[config.mk]
export PLATFORM = sky130hd
export DESIGN_NAME = id_ex_skid
export DESIGN_NICKNAME = d
export VERILOG_FILES = /design/src/rtl/id_ex_skid_pkg.sv /design/src/rtl/id_ex_slot.sv /design/src/rtl/id_ex_skid.sv
export SDC_FILE = /design/constraint.sdc
export NUM_CORES = 1
export LEC_CHECK = 0
export BUFFER_PORTS_ARGS = -buffer_cell sky130_fd_sc_hd__buf_4
export CAP_MARGIN = 20
export CORE_ASPECT_RATIO = 0.9
export CORE_MARGIN = 8
export CORE_UTILIZATION = 49
export DETAILED_ROUTE_END_ITERATION = 12
export HOLD_SLACK_MARGIN = 0.03
export PLACE_DENSITY = 0.76
export SYNTH_ARGS = -nofsm -noshare
export SYNTH_HDL_FRONTEND = slang
export SYNTH_SLANG_ARGS = --single-unit
export TNS_END_PERCENT = 100
[constraint.sdc]
create_clock -name clk -period 2 [get_ports clk]
set_input_delay 0.4 -clock clk [delete_from_list [all_inputs] [get_ports clk]]
set_output_delay 0.4 -clock clk [all_outputs]
set_load 0.02 [all_outputs]
[src/rtl/id_ex_skid_pkg.sv]
// Shared RV32I core definitions: NOP encoding, op code numbering, decode bundle
// layout and the decode/execute boundary occupancy states.
package id_ex_skid_pkg;

  localparam int          XLEN    = 32;
  localparam int          OH_W    = 7;
  localparam logic [31:0] NOP_INS = 32'h00000013;  // ADDI x0,x0,0

  localparam logic [OH_W-1:0] OH_NONE  = 7'd0;
  localparam logic [OH_W-1:0] OH_LUI   = 7'd1;
  localparam logic [OH_W-1:0] OH_AUIPC = 7'd2;
  localparam logic [OH_W-1:0] OH_JAL   = 7'd3;
  localparam logic [OH_W-1:0] OH_JALR  = 7'd4;
  localparam logic [OH_W-1:0] OH_BEQ   = 7'd5;
  localparam logic [OH_W-1:0] OH_BNE   = 7'd6;
  localparam logic [OH_W-1:0] OH_BLT   = 7'd7;
  localparam logic [OH_W-1:0] OH_BGE   = 7'd8;
  localparam logic [OH_W-1:0] OH_BLTU  = 7'd9;
  localparam logic [OH_W-1:0] OH_BGEU  = 7'd10;
  localparam logic [OH_W-1:0] OH_LB    = 7'd11;
  localparam logic [OH_W-1:0] OH_LH    = 7'd12;
  localparam logic [OH_W-1:0] OH_LW    = 7'd13;
  localparam logic [OH_W-1:0] OH_LBU   = 7'd14;
  localparam logic [OH_W-1:0] OH_LHU   = 7'd15;
  localparam logic [OH_W-1:0] OH_ADDI  = 7'd19;
  localparam logic [OH_W-1:0] OH_SLTI  = 7'd20;
  localparam logic [OH_W-1:0] OH_SLTIU = 7'd21;
  localparam logic [OH_W-1:0] OH_XORI  = 7'd22;
  localparam logic [OH_W-1:0] OH_ORI   = 7'd23;
  localparam logic [OH_W-1:0] OH_ANDI  = 7'd24;
  localparam logic [OH_W-1:0] OH_SLLI  = 7'd25;
  localparam logic [OH_W-1:0] OH_SRLI  = 7'd26;
  localparam logic [OH_W-1:0] OH_SRAI  = 7'd27;
  localparam logic [OH_W-1:0] OH_ADD   = 7'd28;
  localparam logic [OH_W-1:0] OH_SUB   = 7'd29;
  localparam logic [OH_W-1:0] OH_SLL   = 7'd30;
  localparam logic [OH_W-1:0] OH_SLT   = 7'd31;
  localparam logic [OH_W-1:0] OH_SLTU  = 7'd32;
  localparam logic [OH_W-1:0] OH_XOR   = 7'd33;
  localparam logic [OH_W-1:0] OH_SRL   = 7'd34;
  localparam logic [OH_W-1:0] OH_SRA   = 7'd35;
  localparam logic [OH_W-1:0] OH_OR    = 7'd36;
  localparam logic [OH_W-1:0] OH_AND   = 7'd37;

  // Encoded as {skid_valid, out_valid}; 2'b10 cannot occur.
  typedef enum logic [1:0] {
    ST_EMPTY = 2'b00,
    ST_ONE   = 2'b01,
    ST_TWO   = 2'b11
  } skid_state_e;

  typedef struct packed {
    logic [XLEN-1:0] op1;
    logic [XLEN-1:0] op2;
    logic [31:0]     ins;
    logic [XLEN-1:0] ins_addr;
    logic [4:0]      rd_addr;
    logic            rd_wen;
    logic [OH_W-1:0] oh;
  } bundle_t;

endpackage

[src/rtl/id_ex_slot.sv]
// One bundle register with a valid flag; clear returns it to the NOP payload
// and wins over load.
module id_ex_slot #(
  parameter int         W       = 8,
  parameter logic [W-1:0] NOP_VAL = '0
) (
  input  logic         clk,
  input  logic         rst_n,
  input  logic         load,
  input  logic         clear,
  input  logic [W-1:0] d,
  output logic         valid,
  output logic [W-1:0] q
);

  logic         valid_reg;
  logic [W-1:0] q_reg;

  always_ff @(posedge clk or negedge rst_n) begin
    if (!rst_n) begin
      valid_reg <= 1'b0;
      q_reg     <= NOP_VAL;
    end else if (clear) begin
      valid_reg <= 1'b0;
      q_reg     <= NOP_VAL;
    end else if (load) begin
      valid_reg <= 1'b1;
      q_reg     <= d;
    end
  end

  assign valid = valid_reg;
  assign q     = q_reg;

endmodule

[src/rtl/id_ex_skid.sv]
// Decode-to-execute boundary register with a 2-entry skid buffer and flush.
// Define ID_EX_SKID_PERF_EN to add the stall_cnt/flush_cnt counters.
module id_ex_skid #(
  parameter int          XLEN    = id_ex_skid_pkg::XLEN,
  parameter int          OH_W    = id_ex_skid_pkg::OH_W,
  parameter logic [31:0] NOP_INS = id_ex_skid_pkg::NOP_INS
) (
  input  logic            clk,
  input  logic            rst_n,
  input  logic            in_valid,
  output logic            in_ready,
  input  logic [XLEN-1:0] in_op1,
  input  logic [XLEN-1:0] in_op2,
  input  logic [31:0]     in_ins,
  input  logic [XLEN-1:0] in_ins_addr,
  input  logic [4:0]      in_rd_addr,
  input  logic            in_rd_wen,
  input  logic [OH_W-1:0] in_oh,
  input  logic            flush,
  output logic            out_valid,
  input  logic            out_ready,
  output logic [XLEN-1:0] out_op1,
  output logic [XLEN-1:0] out_op2,
  output logic [31:0]     out_ins,
  output logic [XLEN-1:0] out_ins_addr,
  output logic [4:0]      out_rd_addr,
  output logic            out_rd_wen,
  output logic [OH_W-1:0] out_oh
`ifdef ID_EX_SKID_PERF_EN
  ,
  output logic [31:0]     stall_cnt,
  output logic [31:0]     flush_cnt
`endif
);

  import id_ex_skid_pkg::*;

  localparam int BW = 3*XLEN + 32 + 5 + 1 + OH_W;
  localparam logic [BW-1:0] NOP_VEC = {{(2*XLEN){1'b0}}, NOP_INS, {(XLEN+6+OH_W){1'b0}}};

  // Slot 0 drives execute, slot 1 is the skid entry.
  logic [1:0]    slot_load;
  logic [1:0]    slot_clear;
  logic [1:0]    slot_valid;
  logic [BW-1:0] slot_d [2];
  logic [BW-1:0] slot_q [2];

  genvar gi;
  generate
    for (gi = 0; gi < 2; gi++) begin : g_slot
      id_ex_slot #(
        .W       (BW),
        .NOP_VAL (NOP_VEC)
      ) u_slot (
        .clk   (clk),
        .rst_n (rst_n),
        .load  (slot_load[gi]),
        .clear (slot_clear[gi]),
        .d     (slot_d[gi]),
        .valid (slot_valid[gi]),
        .q     (slot_q[gi])
      );
    end
  endgenerate

  skid_state_e   state;
  logic          in_fire;
  logic [BW-1:0] in_bundle;

  assign state     = skid_state_e'({slot_valid[1], slot_valid[0]});
  assign in_ready  = !slot_valid[1];
  assign in_fire   = in_valid && in_ready;
  assign in_bundle = {in_op1, in_op2, in_ins, in_ins_addr, in_rd_addr, in_rd_wen, in_oh};

  always_comb begin
    slot_load  = 2'b00;
    slot_clear = 2'b00;
    slot_d[0]  = in_bundle;
    slot_d[1]  = in_bundle;
    if (flush) begin
      slot_clear = 2'b11;
    end else begin
      case (state)
        ST_EMPTY: slot_load[0] = in_fire;
        ST_ONE: begin
          if (out_ready) begin
            slot_load[0]  = in_fire;
            slot_clear[0] = !in_fire;
          end else begin
            slot_load[1] = in_fire;
          end
        end
        ST_TWO: begin
          if (out_ready) begin
            slot_load[0]  = 1'b1;
            slot_d[0]     = slot_q[1];
            slot_clear[1] = 1'b1;
          end
        end
        default: slot_clear = 2'b11;
      endcase
    end
  end

  assign out_valid = slot_valid[0];
  assign {out_op1, out_op2, out_ins, out_ins_addr, out_rd_addr, out_rd_wen, out_oh} = slot_q[0];

`ifdef ID_EX_SKID_PERF_EN
  logic [31:0] stall_cnt_reg;
  logic [31:0] flush_cnt_reg;

  always_ff @(posedge clk or negedge rst_n) begin
    if (!rst_n) begin
      stall_cnt_reg <= 32'd0;
      flush_cnt_reg <= 32'd0;
    end else begin
      if (slot_valid[0] && !out_ready) stall_cnt_reg <= stall_cnt_reg + 32'd1;
      if (flush && (slot_valid != 2'b00)) flush_cnt_reg <= flush_cnt_reg + 32'd1;
    end
  end

  assign stall_cnt = stall_cnt_reg;
  assign flush_cnt = flush_cnt_reg;
`endif

endmodule

==> results of run 1 <==
[critical path, cell delays in order (launching register included)]
cell and delay (ns):
dfrtp_2 0.47, ha_4 0.18, nand3b_1 0.19, o221ai_4 0.28, buf_6 0.17, buf_12 0.14
buf_12 0.12, buf_12 0.11, nor2_1 0.06, a311oi_2 0.24
[through the flow]
step           cell area (µm²)  hold slack (ns)  setup slack, ns  power (mW)  util (%)
2_1_floorplan            13200            0.104          0.00446        11.1         -
3_3_place_gp             16000            0.343           0.0288        13.6      59.7
3_5_place_dp             16000            0.344           -0.128        13.8      59.7
4_1_cts                  17400           0.0645          -0.0492        20.4      65.0
5_1_grt                  18200           0.0821          -0.0985        22.3      68.1
6_report                 18200           0.0888          -0.0522        21.4      68.1
[final timing paths]
| kind | from | endpoint | slack (ns) | depth (start not counted) |
|---|---|---|---|---|
| hold / removal | in_ins[0] | g_slot[1].u_slot.q[45] | 0.09 | 3 |
| min in group asynchronous | rst_n | g_slot[1].u_slot.q[127] | 0.36 | 2 |
| setup / recovery | g_slot[1].u_slot.valid | g_slot[0].u_slot.q[90] | -0.05 | 9 |
| setup reg to reg | g_slot[1].u_slot.valid | g_slot[0].u_slot.q[90] | -0.05 | 9 |
| hold reg to reg | g_slot[1].u_slot.q[45] | g_slot[1].u_slot.q[45] | 0.49 | 2 |
| max in group asynchronous | rst_n | g_slot[0].u_slot.q[36] | 0.89 | 3 |
[layout by cell type, fill, tap and decap left out, types with 4 or more instances in the layout]
master	synthesis	routed
clkbuf_16	0	44
buf_8	0	4
buf_12	0	30
nor2_2	0	8
bufinv_16	0	5
nor2_1	144	135
a21oi_1	139	136
buf_6	13	14
buf_4	0	331
or3_4	0	4
clkbuf_8	0	9
buf_16	0	6
clkbuf_1	81	4
nand2_1	566	563
dfrtp_1	278	276
a311oi_1	29	14
a311oi_2	109	124
dfstp_2	6	6
[per-layer routing]
layer,part of all wire (%),up-vias,wire [µm]
met5,0,-,0
met4,3.4,0,1440
met3,7.9,101,3390
met2,49,478,20800
met1,40,5916,17200
li1,-,5417,-
[repair_timing]
action | in CTS | in global routing
resized for setup | 18 | 54
buffers inserted | 11 | 22
endpoints found under the setup margin | 114 | 136
hold buffers | 1 | 0
endpoints found under the hold margin | 37 | 0
cloned | 5 | 26
pin swaps | 2 | 32
[kinds of logic (layout without fill, tap and decap cells)]
logic type,after synthesis,in the layout
adders and majority gates,5,5
other,0,3
DFF,284,284
and+or+nand+nor,728,731
buffers and inverters,127,454
AOI/OAI and AO/OA,281,281
[power by group]
group | internal, mW | switching (mW)
clock network | 3.78 | 2.24
registers | 6.66 | 0.619
logic | 3.68 | 4.44
total | 14.1 | 7.31
[cell type report]
type | count | share of cell area, %
Inverter | 2 | 0.0549
Clock inverter | 8 | 0.920
Multi-Input combinational cell | 1017 | 31.4
Timing Repair Buffer | 400 | 21.1
Sequential cell | 284 | 39.1
Tap cell | 354 | 2.43
Clock buffer | 44 | 5.02
Antenna cell | 3 | 0.0412
==> reports/summary.md, run 1 <==
The pre-antenna-repair detailed-routing pass consisted of 5 iterations. Entering global routing, the biggest net connects 102 pins. Width of the die: 189 µm. The kind of critical path was register to register. The commonest cells after synthesis are 566 x nand2_1, 278 x dfrtp_1, 144 x nor2_1.

The flip-flop count of the largest register after layout was 282. After the first detailed-routing iteration, the DRC count stood at 991. Count of warnings emitted by yosys: 0.

The run gives 22.9% as the global-route total usage across every layer. Number of register bits inferred by synthesis: 284. The largest family of logic cells by synthesized area is simple AND/OR/NAND/NOR gates. The clock passes through at most 3 buffers. The area share of the leading cell type in the synthesized netlist is 52.7%, and the count of max-cap constraint violations is 0. Net count of the finished layout: 1886.

The logs give 27 for the distinct cell type count of the synthesized netlist and 3 for the initial antenna violation count. The die covers 32400 µm². After Yosys synthesis, full adders, half adders and majority gates account for 0.474% of the synthesized area. In the routed layout, each cell is associated on average with a via count of 5.64.

Summed over all instances, the cell type with the most area after synthesis is dfrtp_1. The area growth from synthesis to layout is 38.1%. The critical path launch point type was a register. Data on the critical path is required at its endpoint by 2.45 ns. Setup repair after global routing could not meet its margin everywhere. For the number of sinks handled by clock tree synthesis, the log shows 284. Clock tree synthesis inserted a total of 30 buffers. Post-synthesis simple-gate area fraction: 21.2%. met2 is the most crowded layer. The largest fanout of any net on the critical path is 6, and the transition time at the pin with the least slew margin is 0.527 ns. For met2 alone, demand over resource in global routing was 38.3%.

The most numerous cell in the Yosys netlist was nand2_1. The wire-length estimate of the detail-placed layout is 24.3 mm. Summed over all failing endpoints, the final setup total negative slack is -0.575 ns.

Dividing the detail-routed wire length by the instance count gives 20.2 µm. The first global-routing pass estimated 60.9 mm of wire. The run gives -0.0522 ns as the worst setup margin. The run gives 0 as the number of max-slew violations in the final report. The final critical-path share of the clock period works out to 103%.

The leading register cell type out of synthesis was dfrtp_1. The synthesized netlist occupies a cell area of 13200 µm². The count of buffers added on input and output ports is 288. The met1 capacity usage during global routing came out at 29.2%. The checks that failed: setup timing.

The run finished, with violations left. The type of the worst min-delay path is input port to register. The height of the die came out at 172 µm. The clock arrives with 0.0146 ns of skew. The run gives 1 as the maximum level of the CTS H-tree. The number of global-route vias before repair was 11600. The category of the worst setup path capture point was a register. The floorplan has 57 rows.

The number of placed instances, taps included, is 1994. The number of non-filler instances in the completed layout is 2112, and the peak ir drop on the vdd network is 0.646 mV. The minimum clock period after layout works out to 2.05 ns. Registers take 7120 µm². The run gives 5730 µm² as the area taken by multi-input logic gates. The layout has 2018 filler cells. Yosys attributes the largest share of cell area to dfrtp_1 53%, nand2_1 16%, a311oi_2 12%. Mux contribution to synthesized area: 0%. The global placer's final weighted congestion came out at 0.782. Based on the critical path, the design can be clocked at up to 0.487 GHz. For the final count of hold timing violations, the log shows 0. Setup violations remaining at the end of the flow were counted as 21. For the normalized max-slew margin, the log shows 64.9%. The synthesized netlist devotes 19.8% of its cell area to compound gates.

The area of the core region was 26700 µm²; the synthesized netlist net count was 1576. The async set-or-reset flop fraction in the synthesized netlist came out at 100%. TritonCTS built the clock tree. For the worst setup path, the data arrival time is 2.50 ns. The detailed router placed 11900 vias in this run. The tools report the root buffer cell as clkbuf_16. The total wirelength of the detailed-routed design was 42.8 mm; the per-instance average area after synthesis was 9.26 µm².

Of the synthesized area, sequential elements account for 53.9%. Yosys mapped a number of flops with a built-in enable equal to 0. The detail route stage leaves a number of antenna-violating nets equal to 0.

The run gives 49.3% as the initial core utilization. Summing the areas of all xor and xnor instances in the mapped netlist gives 0% of the synthesized area. Synthesis produced 1425 cells. The leakage power was 8.24 nW.

For the met3 demand-to-capacity share in global routing, the log shows 4.76%. The tools report the worst-skew pair later-pin latency as 0.55 ns. After clock tree synthesis, the clock-pin slew on the worst setup and hold paths is 0.06 ns. For this design the ratio of total power to cell area is 1180 nW/µm².

The total overflow left after global routing is 0. The logs give 289 for the number of top-level design ports and 0 for the post-route DRC violation count. Of the cells placed in the final design, the portion with a size suffix greater than 1 is 34.8%.
(Power assumes the default switching activity.)
==> inputs of run 2 (changes only) <==
--- a/config.mk
+++ b/config.mk
@@ -9,11 +9,12 @@
 export CAP_MARGIN = 20
 export CORE_ASPECT_RATIO = 0.9
 export CORE_MARGIN = 8
-export CORE_UTILIZATION = 49
+export CORE_UTILIZATION = 50
 export DETAILED_ROUTE_END_ITERATION = 12
 export HOLD_SLACK_MARGIN = 0.03
-export PLACE_DENSITY = 0.76
+export PLACE_DENSITY = 0.77
 export SYNTH_ARGS = -nofsm -noshare
 export SYNTH_HDL_FRONTEND = slang
+export SYNTH_HIERARCHICAL = 1
 export SYNTH_SLANG_ARGS = --single-unit
 export TNS_END_PERCENT = 100
==> run 2 against run 1 <==
Net effect:
- the flow still finishes with violations (setup timing)
- synthesized cell count down 24%
- register-to-register slack worse by 0.05 ns
- die area down 0.48%
- worst setup slack worse by 0.051 ns
- utilization down 0.81 points
- fmax down 2.4%
- clock skew up 0.0063 ns
- flip-flop and latch count unchanged
- first-iteration DRC count down 43%
- non-clock buffer count down 31
- global-route usage down 1.8 points
- critical path type unchanged
- largest cell class unchanged
==> reports/summary.md, run 2 <==
The maximum level of the CTS H-tree is 1 (unchanged), and the largest fanout of any net on the critical path is 7 (was 6). The leakage power is 8.34 nW (was 8.24 nW). The cell occurring most often along the worst timing path is buf_12 (unchanged).

The clock input transition at the sequential cells of the worst setup and hold paths came out at 0.07 ns (was 0.06 ns). The run gives 16000 µm² (about the same) as the area of placed instances. The number of buffers inserted during clock tree synthesis is 30 (unchanged), and the initial core utilization is 50.2% (was 49.3%). The tools report the critical path launch point type as a register (unchanged).

The transition time at the pin with the least slew margin was 0.575 ns (was 0.527 ns); the worst setup margin was -0.104 ns (was -0.0522 ns). The run gives 0.767 (was 0.782) as the global placer's final weighted congestion. The final critical-path share of the clock period came out at 105% (was 103%). Number of sinks handled by clock tree synthesis: 284 (unchanged).

Timing startpoint of the critical path: g_slot[1].u_slot/valid (was g_slot[1].u_slot.valid). The final count of hold timing violations came out at 0 (unchanged). The run finished, with violations left.

The number of max-slew violations in the final report is 0 (unchanged), and the area share of xor/xnor cells in the synthesized design is 0% (unchanged). Setup repair after global routing could not meet its margin everywhere. The net count of the finished layout is 1561 (was 1886). The maximum operating frequency is 0.475 GHz (was 0.487 GHz). The post-route cell area came out at 18000 µm² (was 18200 µm²). For the number of global-route vias before repair, the log shows 9978 (was 11600). Leading post-synthesis cells by cell area: dfrtp_1 52%, mux2i_1 21%, nor2_1 7.9% (was dfrtp_1 53%, nand2_1 16%, a311oi_2 12%). The count of warnings emitted by yosys is 6 (was 0), and the mean number of vias per cell is 5.36 (was 5.64). The area share of the leading cell type in the synthesized netlist was 51.9% (was 52.7%); the minimum clock period after layout was 2.10 ns (was 2.05 ns).

The run gives 4 (was 5) as the length of the first detailed-routing pass in iterations. The tools report the maximum clock insertion buffer count as 3 (unchanged). The post-synthesis instance area is 13400 µm² (was 13200 µm²), and the power per cell area is 809 nW/µm² (was 1180 nW/µm²). Combined buffer and inverter count along the critical path: 5 (was 4). The synthesized netlist net count came out at 1239 (was 1576).

The largest family of logic cells by synthesized area is multiplexers (was simple AND/OR/NAND/NOR gates). Post-detailed-route count of antenna-violating nets: 0 (unchanged). The number of top-level design ports was 289 (unchanged); the detailed-route via count was 9602 (was 11900).

The run gives 1089 (was 1425) as the synthesized instance count. Most numerous cell in the Yosys netlist: nor2_1 (was nand2_1). For the number of endpoints failing setup at the final stage, the log shows 56 (was 21).

The category of the worst setup path capture point was a register (unchanged). The leading register cell type out of synthesis was dfrtp_1 (unchanged). The tools report the DRC marker count from the first detailed-route iteration as 568 (was 991). The tools report the startpoint of the lowest-slack hold path as in_ins[0] (unchanged).

Failing checks: setup timing (unchanged). Number of fill cells in the layout: 1954 (was 2018). The logs give 0.0754 ns (was 0.0888 ns) for the final-layout worst hold slack and 89 (was 102) for the maximum number of pins on one net before global-route repair. Maximum clock skew at final layout: 0.0209 ns (was 0.0146 ns).

Most used cells in the layout excluding fill and tap cells: 310 x buf_4, 281 x nor2_1, 277 x dfrtp_1 (was 563 x nand2_1, 331 x buf_4, 276 x dfrtp_1). The area added between synthesis and finish works out to 34.1% (was 38.1%). Normalized max-slew margin: 61.7% (was 64.9%). The height of the die was 171 µm (was 172 µm); the distinct cell type count of the synthesized netlist was 24 (was 27). The tools report the peak ir drop on the vdd network as 0.622 mV (was 0.646 mV). The adder and majority gate portion of the synthesized area is 0.374% (was 0.474%), and the required arrival time at the worst endpoint is 2.41 ns (was 2.45 ns).

Kind of cell adding the most delay to the critical path: buffers and inverters (unchanged). For the worst-skew pair later-pin latency, the log shows 0.55 ns (about the same). The kind of critical path was register to register (unchanged). The port buffer count works out to 288 (unchanged).

The mux contribution to synthesized area was 32.5% (was 0%); the arrival time of the worst setup path was 2.52 ns (was 2.50 ns). The tools report the area of the die as 32300 µm² (was 32400 µm²). Root buffer cell: clkbuf_16 (unchanged).

The global-route congestion overflow total is 0 (unchanged), and the initial antenna violation count is 3 (unchanged). The flip-flop count of the largest register after layout is 282 (unchanged). Ranking of synthesized cells by instance count: 281 x nor2_1, 278 x dfrtp_1, 276 x mux2i_1 (was 566 x nand2_1, 278 x dfrtp_1, 144 x nor2_1).

The tools report the utilization after layout as 67.3% (was 68.1%). The worst-path cell with the longest stage delay was dfrtp_1 (was dfrtp_2). The post-synthesis simple-gate area fraction was 8.64% (was 21.2%); the sequential cell area fraction in the yosys report was 53.1% (was 53.9%). The number of enable-type register cells in the synthesized netlist is 0 (unchanged). The logs give 21.1% (was 22.9%) for the global-route total usage across every layer and 0 (unchanged) for the count of max-cap constraint violations. The per-instance average area after synthesis is 12.3 µm² (was 9.26 µm²), and the global-route wire length before repair is 55.5 mm (was 60.9 mm). The area of the core region came out at 26700 µm² (about the same). The cell type contributing the most total cell area after synthesis is dfrtp_1 (unchanged). The most common library cell in the layout ignoring fill and taps was buf_4 (was nand2_1). Site row count: 57 (unchanged).

The number of register bits inferred by synthesis works out to 284 (unchanged). The largest stage delay on the critical path came out at 0.43 ns (was 0.47 ns). The type of the worst min-delay path was input port to register (unchanged).

The post-route DRC violation count is 0 (unchanged), and the final routed wire length divided by cell count is 20.8 µm (was 20.2 µm). The total power is 14.5 mW (was 21.4 mW). The async set-or-reset flop fraction in the synthesized netlist works out to 100% (unchanged). For the estimated wirelength of the detail-placed design, the log shows 23.2 mm (was 24.3 mm). Critical path, cell by cell: inv_2 -> ha_4 -> nand4b_1 -> a311oi_4 -> buf_6 -> buf_12 -> buf_12 -> buf_16 -> mux2i_1 -> nor2_1 (was ha_4 -> nand3b_1 -> o221ai_4 -> buf_6 -> buf_12 -> buf_12 -> buf_12 -> nor2_1 -> a311oi_2).

The fraction of layout instances using a drive strength above 1 is 34.6% (was 34.8%), and the width of the die is 189 µm (about the same). TritonCTS built the clock tree. The fraction of the mapped netlist area in compound gates was 0.533% (was 19.8%). The total wirelength of the detailed-routed design was 37.2 mm (was 42.8 mm). The worst flop-to-flop path startpoint was g_slot[1].u_slot/valid (was g_slot[1].u_slot.valid).
==> run 2: cell types whose count changed after synthesis, moves of 14 or more <==
cell	previous run	this run
nand2_1	566	2
mux2i_1	0	276
a21oi_1	139	0
nor2_1	144	281
a311oi_2	109	0
mux2_1	0	90
clkbuf_1	81	18
mux2_2	0	51
a311oi_1	29	1
buf_8	0	18
buf_2	26	11
buf_4	0	14
==> run 2: layout make-up <==
class / instances / area, µm² / share of cell area [%]
flip-flops and latches: 284 / 7120 / 39.6
clock inverters: 19 / 293 / 1.63
inverters: 2 / 7.51 / 0.0418
well taps: 354 / 443 / 2.47
clock buffers: 37 / 827 / 4.60
repair buffers: 369 / 3530 / 19.7
diodes: 3 / 7.51 / 0.0418
multi-input cells: 724 / 5730 / 31.9
==> run 2: worst paths after layout <==
path	cells past startpoint	end	slack (ns)
worst min register to register	2	g_slot[1].u_slot/q[123]	0.52
min in group asynchronous	2	g_slot[0].u_slot/q[102]	0.24
max in group asynchronous	3	g_slot[1].u_slot/q[46]	1.03
worst max register to register	10	g_slot[0].u_slot/q[21]	-0.10
worst min-delay path	2	g_slot[1].u_slot/q[45]	0.08
worst max-delay path	10	g_slot[0].u_slot/q[21]	-0.10
==> run 2: stage by stage <==
stage          worst slack [ns]  cells  TNS (ns)
2_1_floorplan            0.0497   1089         0
3_3_place_gp             0.0129   1699         0
3_5_place_dp            -0.0950   1699     -4.37
4_1_cts                 -0.0828   1770     -3.13
5_1_grt                  -0.251   1792    -25.86
6_report                 -0.104   1792     -1.16
==> run 2: per-layer routing <==
metal  share of wire [%]  vias up  GRT usage (%)  wire [µm]
met1                  45     4844           29.4      16600
met3                 6.7       58           5.23       2480
met4                 2.5        0           6.25        948
met2                  46      331           32.3      17100
met5                   0        -              0          0
li1                    -     4369              -          -
==> run 2: timing repair <==
item,in CTS,in global routing
setup endpoints to repair,140,264
resized for setup,38,22
setup buffers,8,7
pin swaps,2,3
hold buffers,1,0
endpoints found under the hold margin,278,0
cloned,6,12
==> run 2: kinds of logic (layout without fill, tap and decap cells) <==
| group | Yosys count | in the layout |
|---|---|---|
| mux | 417 | 417 |
| simple gates | 295 | 295 |
| flops | 284 | 284 |
| buf+inv | 81 | 427 |
| compound gates | 8 | 8 |
| fa+ha+maj | 4 | 4 |
| other cells | 0 | 3 |
==> run 2: power breakdown <==
group	switching (mW)	total (mW)	internal (mW)
Combinational	1.17	2.24	1.07
Sequential	0.155	6.12	5.97
Clock	2.33	6.18	3.84
